File: src/rtl/llc_requester.sv
// Four-port LLC requester: each port runs an independent
// IDLE -> ISSUE -> WAIT -> DELIVER engine with one outstanding request.
module llc_requester #(
  parameter int         DATA_W  = 64,
  parameter logic [7:0] TIMEOUT = 8'd64
) (
  input  logic                  clk,
  input  logic                  reset,
  input  logic [3:0]            req_valid,
  output logic [3:0]            req_ready,
  input  logic [4*DATA_W-1:0]   req_data,
  output logic [3:0]            llc_so,
  input  logic [3:0]            llc_ro,
  output logic [4*DATA_W-1:0]   llc_do,
  input  logic [3:0]            llc_si_r,
  output logic [3:0]            llc_ri_r,
  input  logic [4*DATA_W-1:0]   llc_di_r,
  output logic [3:0]            rsp_valid,
  input  logic [3:0]            rsp_ready,
  output logic [4*DATA_W-1:0]   rsp_data,
  output logic [31:0]           lat_last,
  output logic [3:0]            timeout_err
);

  typedef enum logic [1:0] {
    ST_IDLE    = 2'd0,
    ST_ISSUE   = 2'd1,
    ST_WAIT    = 2'd2,
    ST_DELIVER = 2'd3
  } state_t;

  for (genvar i = 0; i < 4; i++) begin : g_port
    state_t            r_state;
    state_t            w_next;
    logic [DATA_W-1:0] r_req;
    logic [DATA_W-1:0] r_rsp;
    logic [7:0]        r_timer;
    logic [7:0]        r_lat;
    logic              r_err;
    logic              w_req_ready;
    logic              w_so;
    logic              w_ri;
    logic              w_rsp_valid;

    // NOTE: state is updated with <= so every flop samples pre-edge values.
    always_ff @(posedge clk) begin
      if (reset) r_state <= ST_IDLE;
      else       r_state <= w_next;
    end

    // NOTE: w_next defaults to the current state, so no path leaves it unassigned (no latch).
    always_comb begin
      w_next = r_state;
      case (r_state)
        ST_IDLE:    if (req_valid[i]) w_next = ST_ISSUE;
        ST_ISSUE:   if (llc_ro[i])    w_next = ST_WAIT;
        ST_WAIT:    if (llc_si_r[i])  w_next = ST_DELIVER;
        ST_DELIVER: if (rsp_ready[i]) w_next = ST_IDLE;
        default:                      w_next = ST_IDLE;
      endcase
    end

    // Handshake outputs depend on the state register only.
    always_comb begin
      w_req_ready = (r_state == ST_IDLE);
      w_so        = (r_state == ST_ISSUE);
      w_ri        = (r_state == ST_WAIT);
      w_rsp_valid = (r_state == ST_DELIVER);
    end

    always_ff @(posedge clk) begin
      if (reset) begin
        r_req   <= '0;
        r_rsp   <= '0;
        r_timer <= '0;
        r_lat   <= '0;
        r_err   <= 1'b0;
      end else begin
        case (r_state)
          ST_IDLE: if (req_valid[i]) r_req <= req_data[DATA_W*i +: DATA_W];
          ST_ISSUE: if (llc_ro[i]) r_timer <= '0;
          ST_WAIT: begin
            if (llc_si_r[i]) begin
              r_rsp <= llc_di_r[DATA_W*i +: DATA_W];
              r_lat <= (r_timer == 8'hFF) ? 8'hFF : r_timer + 8'd1;
            end else begin
              if (r_timer != 8'hFF) r_timer <= r_timer + 8'd1;
              // Sticky: the port keeps waiting, only reset clears the flag.
              if (r_timer == TIMEOUT) r_err <= 1'b1;
            end
          end
          default: ;
        endcase
      end
    end

    assign req_ready[i]                = w_req_ready;
    assign llc_so[i]                   = w_so;
    assign llc_ri_r[i]                 = w_ri;
    assign rsp_valid[i]                = w_rsp_valid;
    assign timeout_err[i]              = r_err;
    assign llc_do[DATA_W*i +: DATA_W]  = r_req;
    assign rsp_data[DATA_W*i +: DATA_W] = r_rsp;
    assign lat_last[8*i +: 8]          = r_lat;
  end

endmodule
File: config.mk
export PLATFORM = sky130hd
export DESIGN_NAME = llc_requester
export DESIGN_NICKNAME = d
export VERILOG_FILES = /design/src/rtl/llc_requester.sv
export SDC_FILE = /design/constraint.sdc
export NUM_CORES = 1
export LEC_CHECK = 0
export CORE_AREA = 3 3 421 423
export CTS_BUF_LIST = sky130_fd_sc_hd__clkbuf_16
export DETAILED_ROUTE_END_ITERATION = 10
export DIE_AREA = 0 0 424 426
export PLACE_DENSITY = 0.36
export SLEW_MARGIN = 20
export SYNTH_ARGS = -nofsm -noshare
export SYNTH_HDL_FRONTEND = slang
export SYNTH_SLANG_ARGS = --single-unit
File: constraint.sdc
create_clock -name clk -period 1.9 [get_ports clk]
set_input_delay 0.285 -clock clk [delete_from_list [all_inputs] [get_ports clk]]
set_output_delay 0.285 -clock clk [all_outputs]
set_load 0.005 [all_outputs]
==> metrics, run 1 <==
Setup Slack @ Placement -196 ps; flip-flop and latch count after synthesis around 590; Hold Crit Class in -> reg; commonest non-fill, non-tap cell in the layout nand2_1; critical path class reg -> reg; H-tree levels 3; Slew HR 62.0%; Worst Setup EP g_port[1].r_timer[5]; layout cell share with drive strength beyond 1 8.40%; total congestion overflow 0; Worst-Margin Slew 570 ps; R2R Setup Slk ~54 ps; die height 426 microns; RD Place Congestion 0.809; Initial DRC Count 903; fillers 19500; fin nets 4378; Worst-path clk slew 60 ps; Leakage Power 15.4 nW; setup ws final 54.1 ps; non-filler cells, final 6216; CP endpoint kind register; Die Footprint 181000 sq um; FMAX 542 MHz; cell area after layout approximately 38000 sq um; Rows 153; final setup violation count 0; Top FF cell, synth dfxtp_1; Worst R2R Path Depth 6; max_cap viols 0; via count of the first global-routing pass around 22000; Final Hold Viols 0; worst-path maximum fanout 6; CTS buffer count between 80 and 90; Pwr per Cell Area 1160 nW/um^2; worst path required time 2460 ps; Root Buffer clkbuf_16; Worst Setup Start Kind register; Ys Warns 0; Global Route Usage Sum between 10% and 20%; syn avg cell area 7.89 sq um; drc violations 0; most frequent cells in the layout nand2_1 (1052), clkdlybuf4s50_1 (617), dfxtp_1 (565); Clock Path Buffers 3; Net Count, Synth between 3000 and 4000; first drt pass iteration count 5; Seq/Total Area, Yosys between 50% and 60%; VDD IR-drop max 0.540 mV; CTS tree done; Final min period 1850 ps; CTS sink count 588; clock skew approximately 23 ps; R2R Path End g_port[1].r_timer[5]; CP startpoint g_port[1].r_state[0]; Post-synth EDFFs 0; Die Wd 424 microns; Post-synth ARST share 0%; largest net degree at the start of global routing 73; worst flop-to-flop path startpoint g_port[1].r_state[0]; Hold WS 151 ps; per-cell routed wire length 19.4 microns; Layout area overhead 77.1%; starting density of the core 12.4%; RSZ-0062 raised after global routing true; via count 22500; fin. max-slew vios 0; Final period util 97.2%; Vias/cell ~3.6; placed cell areas ~36000 sq um; total power 44.2 mW; Routed Antenna Nets 0; worst skew pair latency 680 ps; Synth cell types 50; final WL between 100000 and 150000 microns; Synth Instances around 2700; outcome finished clean; first-pass GRT wire length 168000 microns; synthesized area 21500 sq um; number of port buffers 1093; Worst Path Arrival 2410 ps; antenna violations before repair 19; HPWL Detailed 92000 microns; Placed Cells a little over 6000; core area 174000 sq um; Ports 1094
## state kept, by name (all words and copies together) (netlist names)
signal / count
g_port.r_lat: 32
g_port.r_timer: 32
g_port.r_req: 256
g_port.r_rsp: 256
g_port.r_err: 4
g_port.r_state: 8
## where the power goes
part           internal [mW]  switching [mW]
clock                   8.52            6.25
combinational           6.38            7.76
sequential              14.3            1.02
total                   29.2            15.0
## cell families (layout without fill, tap and decap cells)
family / Yosys count / count (layout) / synth area share (%)
AOI/OAI and AO/OA: 644 / 644 / 15.9
xor gates and xnor gates: 18 / 18 / 0.733
adders and majority gates: 28 / 28 / 1.63
buffers and inverters: 243 / 1396 / 4.60
DFF: 588 / 588 / 54.7
muxes: 4 / 4 / 0.186
other: 0 / 10 / 0
and+or+nand+nor: 1203 / 1203 / 22.2
## worst max-delay path, stage by stage (launching register included)
cell and delay, ps:
dfxtp_2 320, buf_4 140, ha_2 200, nor2b_1 150
or3_4 370, or3_4 430, o32ai_2 130
## worst min path at each step
stage,start,end,slack (ps),cells past startpoint
finish,req_data[231],g_port[3].r_req[39],150,3
global route,req_data[135],g_port[2].r_req[7],100,3
CTS,llc_di_r[195],g_port[3].r_rsp[3],50,3
detailed placement,g_port[1].r_rsp[53],g_port[1].r_rsp[53],450,2
global placement,g_port[0].r_req[34],g_port[0].r_req[34],440,2
floorplan,req_data[0],g_port[0].r_req[0],420,2
## repair_timing
item,4_1_cts,5_1_grt
pin swaps,4,5
gates resized for setup,577,33
endpoints found under the hold margin,9,0
buffers inserted,3,3
hold buffers,1,0
endpoints found under the setup margin,465,31
## routing by layer
layer	global-route usage, %	vias up	routed length, microns
met5	0	-	52
met4	4.30	8	3030
met3	4.12	149	8720
met2	22.3	666	60900
met1	14.5	10500	48100
li1	-	11100	-
## stage by stage
| stage | utilization, % | TNS (ps) |
|---|---|---|
| 2_1_floorplan | - | -15.1 |
| 3_3_place_gp | 20.6 | -1550 |
| 3_5_place_dp | 20.6 | -1500 |
| 4_1_cts | 21.8 | -154 |
| 5_1_grt | 21.9 | -57.3 |
| 6_report | 21.9 | 0 |
## cell usage after synthesis (4+ instances only)
cell type     n  share of area (%)
nor4_1        4               0.12
a21oi_1     548                 13
nor3_1       14               0.33
a211oi_1      7               0.24
or3_1         4               0.12
o32ai_1      10               0.41
clkbuf_1    171                3.0
ha_1         28                1.6
mux2i_1       4               0.19
o21ai_0      41               0.95
nand2_1    1060                 18
inv_1        35               0.61
nand3_1      20               0.47
nand2b_1      4               0.12
a31oi_1       8               0.23
nand4_1      13               0.38
xnor2_1      15               0.61
nor2b_1      16               0.47
nor3b_1       4               0.14
and4_1        8               0.33
buf_1        14               0.24
buf_4        20               0.70
nor2_1       34               0.59
and3_1        5               0.15
and2_1       10               0.29
a32o_1        6               0.28
dfxtp_1     588                 55
## layout make-up
type	instances	area [sq um]	share of cell area [%]
Sequential cell	588	11800	31.0
Timing Repair Buffer	1216	11700	30.8
Multi-Input combinational cell	1897	9020	23.7
Tap cell	2325	2910	7.63
Clock buffer	84	2100	5.51
Clock inverter	61	408	1.07
Inverter	35	131	0.345
Antenna cell	10	25.0	0.0656
Note: power is estimated with default switching activity, not from simulation.
==> inputs of run 2 (changes only) <==
Settings changed: GPL_TIMING_DRIVEN set to 0.
==> run 2 against run 1 <==
Effect of this change: the flow now finishes with violations (setup timing); cell area increased by 0.70%; sequential cell count unchanged; global-route usage increased by 1.5 points; core utilization increased by 0.15 points; register-to-register slack got worse by 30 ps; combinational power increased by 6%; worst hold slack got worse by 9.8 ps; maximum frequency decreased by 4.0%; sequential share of layout area decreased by 0.15 points; first-iteration DRC count increased by 8.9%; setup slack got worse by 76 ps; non-clock buffer count increased by 109; critical path type is now reg -> out; critical endpoint is now llc_ri_r[1].
==> metrics, run 2 (synthesis gave the netlist of run 1 again) <==
WHS Endpoint g_port[0].r_rsp[18]; Final period util 101%; per-cell routed wire length 21.5 microns; final WL about 140000 microns; antenna violations before repair 25; Critical Path Max Stage Delay 350 ps; total congestion overflow 0; Layout area overhead 78.4%; Slew HR 40.8%; most frequent cells in the layout nand2_1 (1057), clkdlybuf4s50_1 (593), dfxtp_1 (566); Final Hold Viols 0; number of port buffers 1093; worst-path maximum fanout 3; failing checks setup timing; Die Wd 424 microns; Ports 1094; FMAX 520 MHz; outcome finished, violations left; Worst R2R Path Depth 6; HPWL Detailed around 110000 microns; Rows between 150 and 200; worst flop-to-flop path startpoint g_port[3].r_state[1]; Crit-path slowest cell dfxtp_4; setup TNS -21.8 ps; first drt pass iteration count 5; CP endpoint kind output port; CTS buffer count slightly above 80; critical path class reg -> out; via count between 20000 and 25000; CTS sink count 588; die height around 430 microns; Final min period between 1500 and 2000 ps; Global Route Usage Sum 14.2%; R2R Setup Slk approximately 20 ps; RD Place Congestion 0.819; worst skew pair latency 680 ps; total power between 40 and 50 mW; largest net degree at the start of global routing 12; core area 174000 sq um; final setup violation count 1; Root Buffer clkbuf_16; most frequent cell on the critical path buf_6; commonest non-fill, non-tap cell in the layout nand2_1; CTS tree done; Worst Setup Start Kind register; Die Footprint 181000 sq um; H-tree levels 3; hold depth 3; clock skew 18.7 ps; Worst Path Arrival 1640 ps; Clock Path Buffers 3; first-pass GRT wire length 182000 microns; drc violations 0; layout cell share with drive strength beyond 1 9.36%; via count of the first global-routing pass 22900; Hold Crit Class in -> reg; Leakage Power 15.9 nW; fin nets 4486; setup ws final -21.8 ps; Pwr per Cell Area around 1200 nW/um^2; Routed Antenna Nets 0; fin. max-slew vios 0; R2R Path End g_port[3].r_req[23]; CTS Hold Buffers Added 0; CP startpoint g_port[1].r_state[1]; HP Start llc_di_r[18]; Worst-path clk slew 60 ps; worst path required time 1620 ps; CP Cell Sequence buf_6 -> buf_6 -> ha_4 -> buf_6 -> buf_6; Initial DRC Count 983; max_cap viols 0; starting density of the core 12.4%; VDD IR-drop max 0.742 mV; Worst-Margin Slew 876 ps; biggest regs g_port.r_req: 256 flops, g_port.r_rsp: 256 flops; Vias/cell around 3.7; final core utilization 22.1%; RSZ-0062 raised after global routing true
-- run 2: changes by cell type in the layout (fill, tap and decap cells not counted), moves of 7 or more --
cell / delta
clkdlybuf4s50_1: -24
dfxtp_2: -12
clkbuf_2: +83
buf_12: -31
dfxtp_4: +11
clkbuf_4: +13
dlymetal6s2s_1: +23
ha_4: +7
buf_4: -58
buf_6: +24
clkbuf_1: +61
clkinv_1: -12
buf_1: +10
-- run 2: layer usage --
metal | track usage, % | vias up | wire [microns]
li1 | - | 11400 | -
met1 | 16.0 | 10900 | 53300
met2 | 24.7 | 730 | 68000
met3 | 4.59 | 175 | 9320
met4 | 6.12 | 12 | 4950
met5 | 0 | - | 76
-- run 2: how the worst max path moves through the flow --
stage                     slack, ps                    to  depth (start not counted)
after global placement        -2390   g_port[2].r_req[63]                          5
after floorplan                 -20  g_port[2].r_timer[6]                          7
after CTS                      -170           llc_ri_r[1]                          5
final                           -20           llc_ri_r[1]                          5
after detailed placement      -1330   g_port[0].r_req[27]                          5
after global routing           -130   g_port[3].r_req[24]                          6
-- run 2: cell type report --
cell class / instances / area [sq um]
multi-input cells: 1897 / 9170
flip-flops and latches: 588 / 11800
clock inverters: 54 / 327
repair buffers: 1134 / 10900
clock buffers: 84 / 2100
plain buffers: 191 / 950
fillers: 19700 / 135000
inverters: 35 / 154
diodes: 16 / 40.0
well taps: 2325 / 2910
-- run 2: what timing repair did --
action / 4_1_cts / 5_1_grt
pin swaps: 13 / 20
hold endpoints to repair: 0 / 0
buffers inserted: 25 / 14
endpoints found under the setup margin: 1040 / 270
gates resized for setup: 772 / 124
-- run 2: critical path, delay by kind of cell (launching register included) --
| family | cells | cell delay [ps] |
|---|---|---|
| adders and majority gates | 1 | 160 |
| buffers and inverters | 4 | 440 |
| DFF | 1 | 350 |
-- run 2: per-stage QoR --
step	std cells	hold slack [ps]	setup WS [ps]	area, sq um
global route	6321	84.6	-134	38400
global placement	6146	441	-2390	35400
floorplan	2728	421	-15.1	21500
finish	6324	141	-21.8	38400
CTS	6305	45.8	-173	38100
detailed placement	6148	446	-1330	35400
-- run 2: where the power goes --
| group | leakage (nW) | internal (mW) | switching (mW) | total, mW |
|---|---|---|---|---|
| registers | 4.80 | 14.3 | 1.12 | 15.4 |
| logic | 9.85 | 6.53 | 8.42 | 15.0 |
| clock network | 1.28 | 8.22 | 6.20 | 14.4 |
